$ cat src/rtl/inval_coalesce_fifo.sv
// Purpose: line-aligned invalidation queue that drops addresses whose line is already pending.
// Latency: one cycle from an accepted push to inval_valid_o; no combinational input-to-output path.
// Backpressure: inval_ready_o drops only when enabled and full; a same-cycle pop does not reopen it.
module inval_coalesce_fifo #(
  parameter int AddrWidth   = 64,
  parameter int L1LineWidth = 16,
  parameter int Depth       = 4,
  parameter int CntWidth    = 16
) (
  input  logic                         clk_i,
  input  logic                         rst_ni,
  input  logic                         en_i,
  input  logic [AddrWidth-1:0]         inval_addr_i,
  input  logic                         inval_valid_i,
  output logic                         inval_ready_o,
  output logic [AddrWidth-1:0]         inval_addr_o,
  output logic                         inval_valid_o,
  input  logic                         inval_ready_i,
  output logic [$clog2(Depth+1)-1:0]   usage_o,
  output logic [CntWidth-1:0]          coalesce_cnt_o
);

  localparam int Off  = $clog2(L1LineWidth);
  localparam int PtrW = $clog2(Depth);
  localparam int CntW = $clog2(Depth+1);
  localparam logic [AddrWidth-1:0] LineMask = {{(AddrWidth-Off){1'b1}}, {Off{1'b0}}};
  localparam logic [CntW-1:0]      FullCnt  = CntW'(Depth);

  logic [AddrWidth-1:0] mem_q [Depth];
  logic [Depth-1:0]     vld_q;
  logic [PtrW-1:0]      wr_ptr_q;
  logic [PtrW-1:0]      rd_ptr_q;
  logic [CntW-1:0]      count_q;
  logic [CntWidth-1:0]  coal_q;

  logic [AddrWidth-1:0] in_line;
  logic                 push;
  logic                 pop;
  logic                 hit;
  logic                 enq;
  logic                 coal;

  // Ready never looks at the consumer side, so a full queue stays closed for the cycle it pops.
  assign inval_ready_o  = !en_i || (count_q != FullCnt);
  assign inval_valid_o  = (count_q != '0);
  assign inval_addr_o   = mem_q[rd_ptr_q];
  assign usage_o        = count_q;
  assign coalesce_cnt_o = coal_q;

  assign in_line = inval_addr_i & LineMask;
  assign push    = inval_valid_i && inval_ready_o;
  assign pop     = inval_valid_o && inval_ready_i;
  assign enq     = push && en_i && !hit;
  assign coal    = push && en_i && hit;

  // Line match against pending entries, ignoring the head if it leaves this cycle.
  always_comb begin
    hit = 1'b0;
    for (int i = 0; i < Depth; i++) begin
      if (vld_q[i] && (mem_q[i] == in_line) && !(pop && (rd_ptr_q == PtrW'(i)))) begin
        hit = 1'b1;
      end
    end
  end

  // Address storage; cleared on reset so the head output reads zero out of reset.
  always_ff @(posedge clk_i or negedge rst_ni) begin
    if (!rst_ni) begin
      for (int i = 0; i < Depth; i++) begin
        mem_q[i] <= '0;
      end
    end else if (enq) begin
      mem_q[wr_ptr_q] <= in_line;
    end
  end

  // Pointers, occupancy and per-entry valid bits.
  always_ff @(posedge clk_i or negedge rst_ni) begin
    if (!rst_ni) begin
      vld_q    <= '0;
      wr_ptr_q <= '0;
      rd_ptr_q <= '0;
      count_q  <= '0;
    end else begin
      if (pop) begin
        vld_q[rd_ptr_q] <= 1'b0;
        rd_ptr_q        <= rd_ptr_q + 1'b1;
      end
      if (enq) begin
        vld_q[wr_ptr_q] <= 1'b1;
        wr_ptr_q        <= wr_ptr_q + 1'b1;
      end
      if (enq && !pop) begin
        count_q <= count_q + 1'b1;
      end else if (pop && !enq) begin
        count_q <= count_q - 1'b1;
      end
    end
  end

  // Saturating count of duplicates dropped while coherence is enabled.
  always_ff @(posedge clk_i or negedge rst_ni) begin
    if (!rst_ni) begin
      coal_q <= '0;
    end else if (coal && (coal_q != {CntWidth{1'b1}})) begin
      coal_q <= coal_q + 1'b1;
    end
  end

endmodule

$ cat config.mk
export PLATFORM = sky130hd
export DESIGN_NAME = inval_coalesce_fifo
export DESIGN_NICKNAME = d
export VERILOG_FILES = /design/src/rtl/inval_coalesce_fifo.sv
export SDC_FILE = /design/constraint.sdc
export NUM_CORES = 1
export LEC_CHECK = 0
export CORE_AREA = 2 2 163 165
export DETAILED_ROUTE_END_ITERATION = 10
export DIE_AREA = 0 0 165 167
export DONT_BUFFER_PORTS = 1
export MAX_ROUTING_LAYER = met4
export PLACE_DENSITY_LB_ADDON = 0.1
export RECOVER_POWER = 100
export SLEW_MARGIN = 20
export SYNTH_ARGS = -nofsm -noshare
export SYNTH_HDL_FRONTEND = slang
export SYNTH_SLANG_ARGS = --single-unit
$ cat constraint.sdc
create_clock -name clk_i -period 4.4 [get_ports clk_i]
set_input_delay 0.44 -clock clk_i [delete_from_list [all_inputs] [get_ports clk_i]]
set_output_delay 0.44 -clock clk_i [all_outputs]
set_load 0.01 [all_outputs]
# Word-level counts from Yosys, hierarchy flattened
# Index checks and enable logic that the tools add are counted.
dict set report op_classes {
  n_lt_le_gt_ge 7
  reduce_logical 35
  n_mux 18
  n_addsub 5
  eq_ne 9
  bitwise_logic 5
}
# op count
set op_table {}
lappend op_table {{256-bit bitwise mux} 1}
lappend op_table {{64-bit == test} 4}
lappend op_table {{64-bit two-way mux} 3}
lappend op_table {{64-bit binary-select mux with 2-bit select} 1}
lappend op_table {{64-bit demux with 2-bit select} 1}
lappend op_table {{1-bit logical AND} 23}
lappend op_table {{16-bit by 1-bit adder with 16-bit output, second input constant} 1}
lappend op_table {{16-bit != test, second input constant} 1}
lappend op_table {{1-bit zero test} 8}
lappend op_table {{4-bit two-way mux} 2}
lappend op_table {{3-bit greater-or-equal comparator, second input constant} 2}
lappend op_table {{2-bit by 3-bit < comparator with 1-bit output, second input constant} 2}
lappend op_table {{1-bit two-way mux} 6}
lappend op_table {{3-bit two-way mux} 2}
lappend op_table {{2-bit NOT with 3-bit output} 2}
lappend op_table {{2-bit by 1-bit adder with 2-bit output, second input constant} 2}
lappend op_table {{4-bit bitwise AND} 1}
lappend op_table {{1-bit demux with 2-bit select} 2}
lappend op_table {{2-bit == test, second input constant} 2}
lappend op_table {{2-bit by 1-bit greater-or-equal comparator with 1-bit output, second input constant} 2}
lappend op_table {{4-bit NOT} 1}
lappend op_table {{4-bit bitwise OR} 1}
lappend op_table {{3-bit by 1-bit adder with 3-bit output, second input constant} 1}
lappend op_table {{3-bit by 1-bit < comparator with 1-bit output, second input constant} 1}
lappend op_table {{7 further kinds} 7}
dict set report totals {
  wordCells 88
  input_bits 69
  regBits 283
  out_inout_bits 85
}

# Depth between registers and ports, before layout
# Gate-level depths: netlist (run 1).
dict set report depth {
  ltp_word 15
  mapped_depth 16
  ltp_nobuf 13
}

# Least setup slack after synthesis (run 1)
# Ideal clock, no wire load.
dict set report synth_timing {
  kind {reg-to-reg}
  from {register rd_ptr_q[0]}
  to {register count_q[1] (netlist: usage_o[1])}
  stages_incl_launch_ff 15
  setup_ps 125
  n_path_buf 3
  required_time_ps 4275
  setup_slack_ps 905
  synth_period_minus_slack_ps 3495
  arrival_ps 3370
  path_cell_list {dfrtp_1 > clkbuf_1 > buf_1 > inv_1 > ha_1 > nand2_1 > nand4_1 > nor4_1 > a211oi_2 > buf_6 > and2_1 > ha_1 > inv_1 > fa_1 > mux2_2}
}
dict set report synth_via {
  elab_chain_len 13
  word_cells_on_any_way 27
  classes_between {eq/ne: 3; mux: 5; reduce/logical: 19}
}
# element line_no
set synth_rtl {}
lappend synth_rtl {{start, declared} 32} ;# logic [PtrW-1:0] rd_ptr_q;
lappend synth_rtl {{start signal, assigned} 87} ;# rd_ptr_q <= rd_ptr_q + 1'b1;
lappend synth_rtl {{2-bit zero test} 60} ;# if (vld_q[i] && (mem_q[i] == in_line) && !(pop && (rd_ptr_q == PtrW'(i)))) begin
lappend synth_rtl {{1-bit logical AND} 60}
lappend synth_rtl {{1-bit zero test} 60}
lappend synth_rtl {{1-bit logical AND} 60}
lappend synth_rtl {{1-bit two-way mux (3 in series)} 60}
lappend synth_rtl {{1-bit two-way mux (*)} 60}
lappend synth_rtl {{1-bit zero test (*)} 53} ;# assign enq = push && en_i && !hit;
lappend synth_rtl {{1-bit logical AND (*)} 53}
lappend synth_rtl {{net enq} 40} ;# logic enq;
lappend synth_rtl {{1-bit zero test} 95} ;# end else if (pop && !enq) begin
lappend synth_rtl {{1-bit logical AND} 95}
lappend synth_rtl {{2-bit nonzero test (no source line)} -}
lappend synth_rtl {{end signal, assigned} 94} ;# count_q <= count_q + 1'b1;
lappend synth_rtl {{end signal, assigned} 96} ;# count_q <= count_q - 1'b1;
lappend synth_rtl {{end, declared} 33} ;# logic [CntW-1:0] count_q;
# Mark *: on every way through the listed nets, which the timed path passes. The rest lies on a longest branch.
# A chain may end at the register's enable or synchronous reset.

# Worst setup path in the final report (run 1)
dict set report layout_timing {
  from {register mem_q[38] in the netlist's numbering}
  to {register mem_q[36] in the netlist's numbering}
}
dict set report layout_via {
  elab_chain_len 6
}
# element line_no
set layout_rtl {}
lappend layout_rtl {{start, declared} 29} ;# logic [AddrWidth-1:0] mem_q [Depth];
lappend layout_rtl {{start signal, assigned by index} 73} ;# mem_q[wr_ptr_q] <= in_line;
lappend layout_rtl {{64-bit == test} 60}
lappend layout_rtl {{1-bit logical AND (2 in series)} 60}
lappend layout_rtl {{1-bit two-way mux} 60}
lappend layout_rtl {{1-bit zero test} 53}
lappend layout_rtl {{1-bit logical AND} 53}
# No other way between the ends.

==> metrics.log, run 1 <==
INFO  metric synth_edf_count = 0
INFO  metric worstReg2RegStart = mem_q[38]
INFO  metric final_min_period_over_clock_period = 90.19%
INFO  metric io_buffers = 0
INFO  metric clk_path_buf_depth = 3
INFO  metric pwr_density_cell = 777.3 nW/um^2
INFO  metric finalHoldViolations = 267
INFO  metric design.core.area = 25760 sq um
INFO  metric grt_remaining_overflow = 0
INFO  metric yosys_warnings = 0
INFO  metric post-route-drc-count = 0
INFO  metric worstSetupStartpoint = mem_q[38]
INFO  metric crit_path_end_kind = register
INFO  metric max_slew.worst_pin.slew = 1.626 ns
INFO  metric skew = 0.01089 ns
INFO  metric worstSetupEndpoint = mem_q[36]
INFO  metric setup_violations = 0
INFO  metric cts.sinks = 267
INFO  metric floorplan.initialDensity = 59.05%
INFO  metric finalMaxSlewViolations = 47
INFO  metric maxClockFrequency = 252.0 MHz
INFO  metric violations_in_the_final_reports = hold timing, capacitance limit, slew limit
INFO  metric final.hold.worst_slack = -0.4034 ns
INFO  metric detail_route.wl_per_cell = 27.61 microns
INFO  metric postSynthAreaPerCell = 13.69 sq um
INFO  metric run_status = finished with violations
INFO  metric drt_iter0_drc = 534
INFO  metric worstPathArrival = 4.40 ns
INFO  metric h-tree-depth = 1
INFO  metric routed_via_count_divided_by_cell_count = 6.133
INFO  metric grt-busiest-layer = met2
INFO  metric grt_antenna_before_repair = 0
INFO  metric global_route.usage.met2 = 43.21%
INFO  metric clk_root_buffer_cell = clkbuf_16
INFO  metric insertion_delay = 0.55 ns
INFO  metric most_common_cell_after_layout_fill_and_taps_aside = dfrtp_1
INFO  metric detail_route_antenna_nets = 0
INFO  metric leakage = 6.575 nW
INFO  metric cts_tree = done
INFO  metric synth.distinct_cells = 37
INFO  metric worstRegToRegCells = 9
INFO  metric dieArea = 27560 sq um
INFO  metric worst_setup_hold_path_clk_slew = 0.06 ns
INFO  metric first_pass_grt_wire_length = 57.96 mm
INFO  metric drtPass1Iterations = 4
INFO  metric grt_start_max_net_pins = 268
INFO  metric worstPathRequired = 4.83 ns
INFO  metric via_count = 8641
INFO  metric rrSetupSlack = 0.43 ns
INFO  metric final_wtd_congestion = 0.9019
INFO  metric die_w = 165 microns
INFO  metric areaGrowthSynthToFinish = 3.339%
INFO  metric num_antenna_cells = 0
INFO  metric final_cell_mix = dfrtp_1, xor2_1, mux2_2, mux2_1, xnor2_1
INFO  metric worst_ir_drop_vdd = 0.5162 mV
INFO  metric fin_util = 61.02%
INFO  metric share_of_cells_above_drive_strength_1 = 23.56%
INFO  metric cts_resized = 0
INFO  metric rsz_0062_raised_after_global_routing = false
INFO  metric globalRouteMet1Util = 39.48%
INFO  metric synth.yosys.seq_area_share = 43.92%
INFO  metric finalNetCount = 1133
INFO  metric synth.cell_area = 15210 sq um
INFO  metric synth-seq-cells = 267
INFO  metric die_y = 167 microns
INFO  metric boundaryPins = 154
INFO  metric numCtsBuffers = 29
INFO  metric synth_cells = 1111
INFO  metric start_kind = register
INFO  metric category_of_the_critical_setup_timing_path = register to register
INFO  metric timing.critical_path.fanout_max = 35
INFO  metric wirelength = 38.90 mm
INFO  metric total_power = 0.01222 W
INFO  metric groute.layer.met3.usage = 8.917%
INFO  metric detailed_place_hpwl = 27.32 mm
INFO  metric synthArstFlopShare = 100.0%
INFO  metric post-cts-setup-buffers = 0
INFO  metric capture_point_of_the_worst_reg_to_reg_path = mem_q[36]
INFO  metric timing.setup.tns = 0 ns
INFO  metric maximum_capacitance_violations = 1
INFO  metric layout_min_cycle_time = 3.969 ns
INFO  metric grt.total_usage = 29.56%
INFO  metric first_global_vias = 8897
INFO  metric hp-class = primary input to async pin
INFO  metric synthFlopType = dfrtp_1
INFO  metric max_slew_margin = -8.385%
INFO  metric std_cell_rows = 59
-- cells in the mapped netlist (12+ instances only) --
master | instances | share of area [%]
mux2_1 | 18 | 1.3
mux2_2 | 124 | 9.2
xnor2_1 | 102 | 5.9
buf_2 | 69 | 2.3
dfrtp_1 | 267 | 44
nor2_1 | 14 | 0.35
xor2_1 | 158 | 9.1
nor4_1 | 42 | 1.7
mux2_4 | 100 | 9.9
nand4_1 | 37 | 1.5
nand2_1 | 24 | 0.59
mux4_2 | 60 | 8.9
buf_12 | 12 | 1.6
-- power breakdown --
part	leakage, nW	total [W]	switching (W)	internal [W]
Combinational	2.84	0.00483	0.00239	0.00244
Sequential	3.23	0.00480	0.00117	0.00363
Clock	0.503	0.00259	0.00100	0.00159
-- cells by family after synthesis --
group / after synthesis / share of synthesized area [%]
xor gates and xnor gates: 260 / 14.97
other: 1 / 0.02465
buffers and inverters: 115 / 4.984
adders and majority gates: 11 / 0.9540
DFF: 267 / 43.92
muxes: 302 / 29.26
AOI/OAI and AO/OA: 7 / 0.3701
and+or+nand+nor: 148 / 5.519
-- layout make-up --
cell class              instances  area [sq um]
clock inverters                10         152.6
repair buffers                 14         132.6
well taps                     335         419.2
multi-input cells             732          7432
fillers                      2114         10040
inverters                       9         33.78
clock buffers                  42         864.6
flip-flops and latches        267          6686
-- sequential cells by signal (all words and copies together) (netlist names) --
name / cells
coalesce_cnt_o: 16
mem_q: 240
rd_ptr_q: 2
usage_o: 3
vld_q: 4
wr_ptr_q: 2
-- worst min-delay path by stage --
stage	start	end	slack [ns]
detailed placement	rst_ni	mem_q[229]	0.16
CTS	rst_ni	mem_q[233]	-0.42
floorplan	rst_ni	coalesce_cnt_o[0]	0.14
global route	rst_ni	mem_q[229]	-0.43
finish	rst_ni	mem_q[229]	-0.40
global placement	rst_ni	mem_q[231]	0.16
-- metrics by stage --
stage / hold WS, ns / worst slack [ns] / area [sq um] / cells
after floorplan: 0.1444 / 0.9054 / 15220 / 1114
after global placement: 0.1575 / 0.8783 / 15100 / 1357
after detailed placement: 0.1580 / 0.8281 / 15100 / 1357
after CTS: -0.4243 / 0.8775 / 16120 / 1409
after global routing: -0.4274 / 0.3881 / 15720 / 1409
final: -0.4034 / 0.4315 / 15720 / 1409
-- per-layer routing --
layer  vias to the layer above  wire, microns
met5                         -              0
met4                         0           1498
met3                        62           3164
met2                       246          17620
met1                      4522          16620
li1                       3811              -
-- worst max-delay path, cell delays in order, from the launching register on --
cell and delay (ns):
dfrtp_1 0.40, xor2_1 0.15, nor4_1 0.72, nand4_1 0.21
or4_1 0.44, o22ai_1 0.28, a211oi_4 0.16, nand3_4 0.14
clkbuf_2 0.85, mux2_2 0.43
No activity file was read; power rests on OpenSTA's default activity.
==> inputs of run 2 (changes only) <==
--- a/config.mk
+++ b/config.mk
@@ -5,6 +5,7 @@
 export SDC_FILE = /design/constraint.sdc
 export NUM_CORES = 1
 export LEC_CHECK = 0
+export ABC_CLOCK_PERIOD_IN_PS = 4400
 export CORE_AREA = 2 2 163 165
 export DETAILED_ROUTE_END_ITERATION = 10
 export DIE_AREA = 0 0 165 167
==> results of run 2 <==
No change in the layout: final DEF, timing and power equal those of run 1.
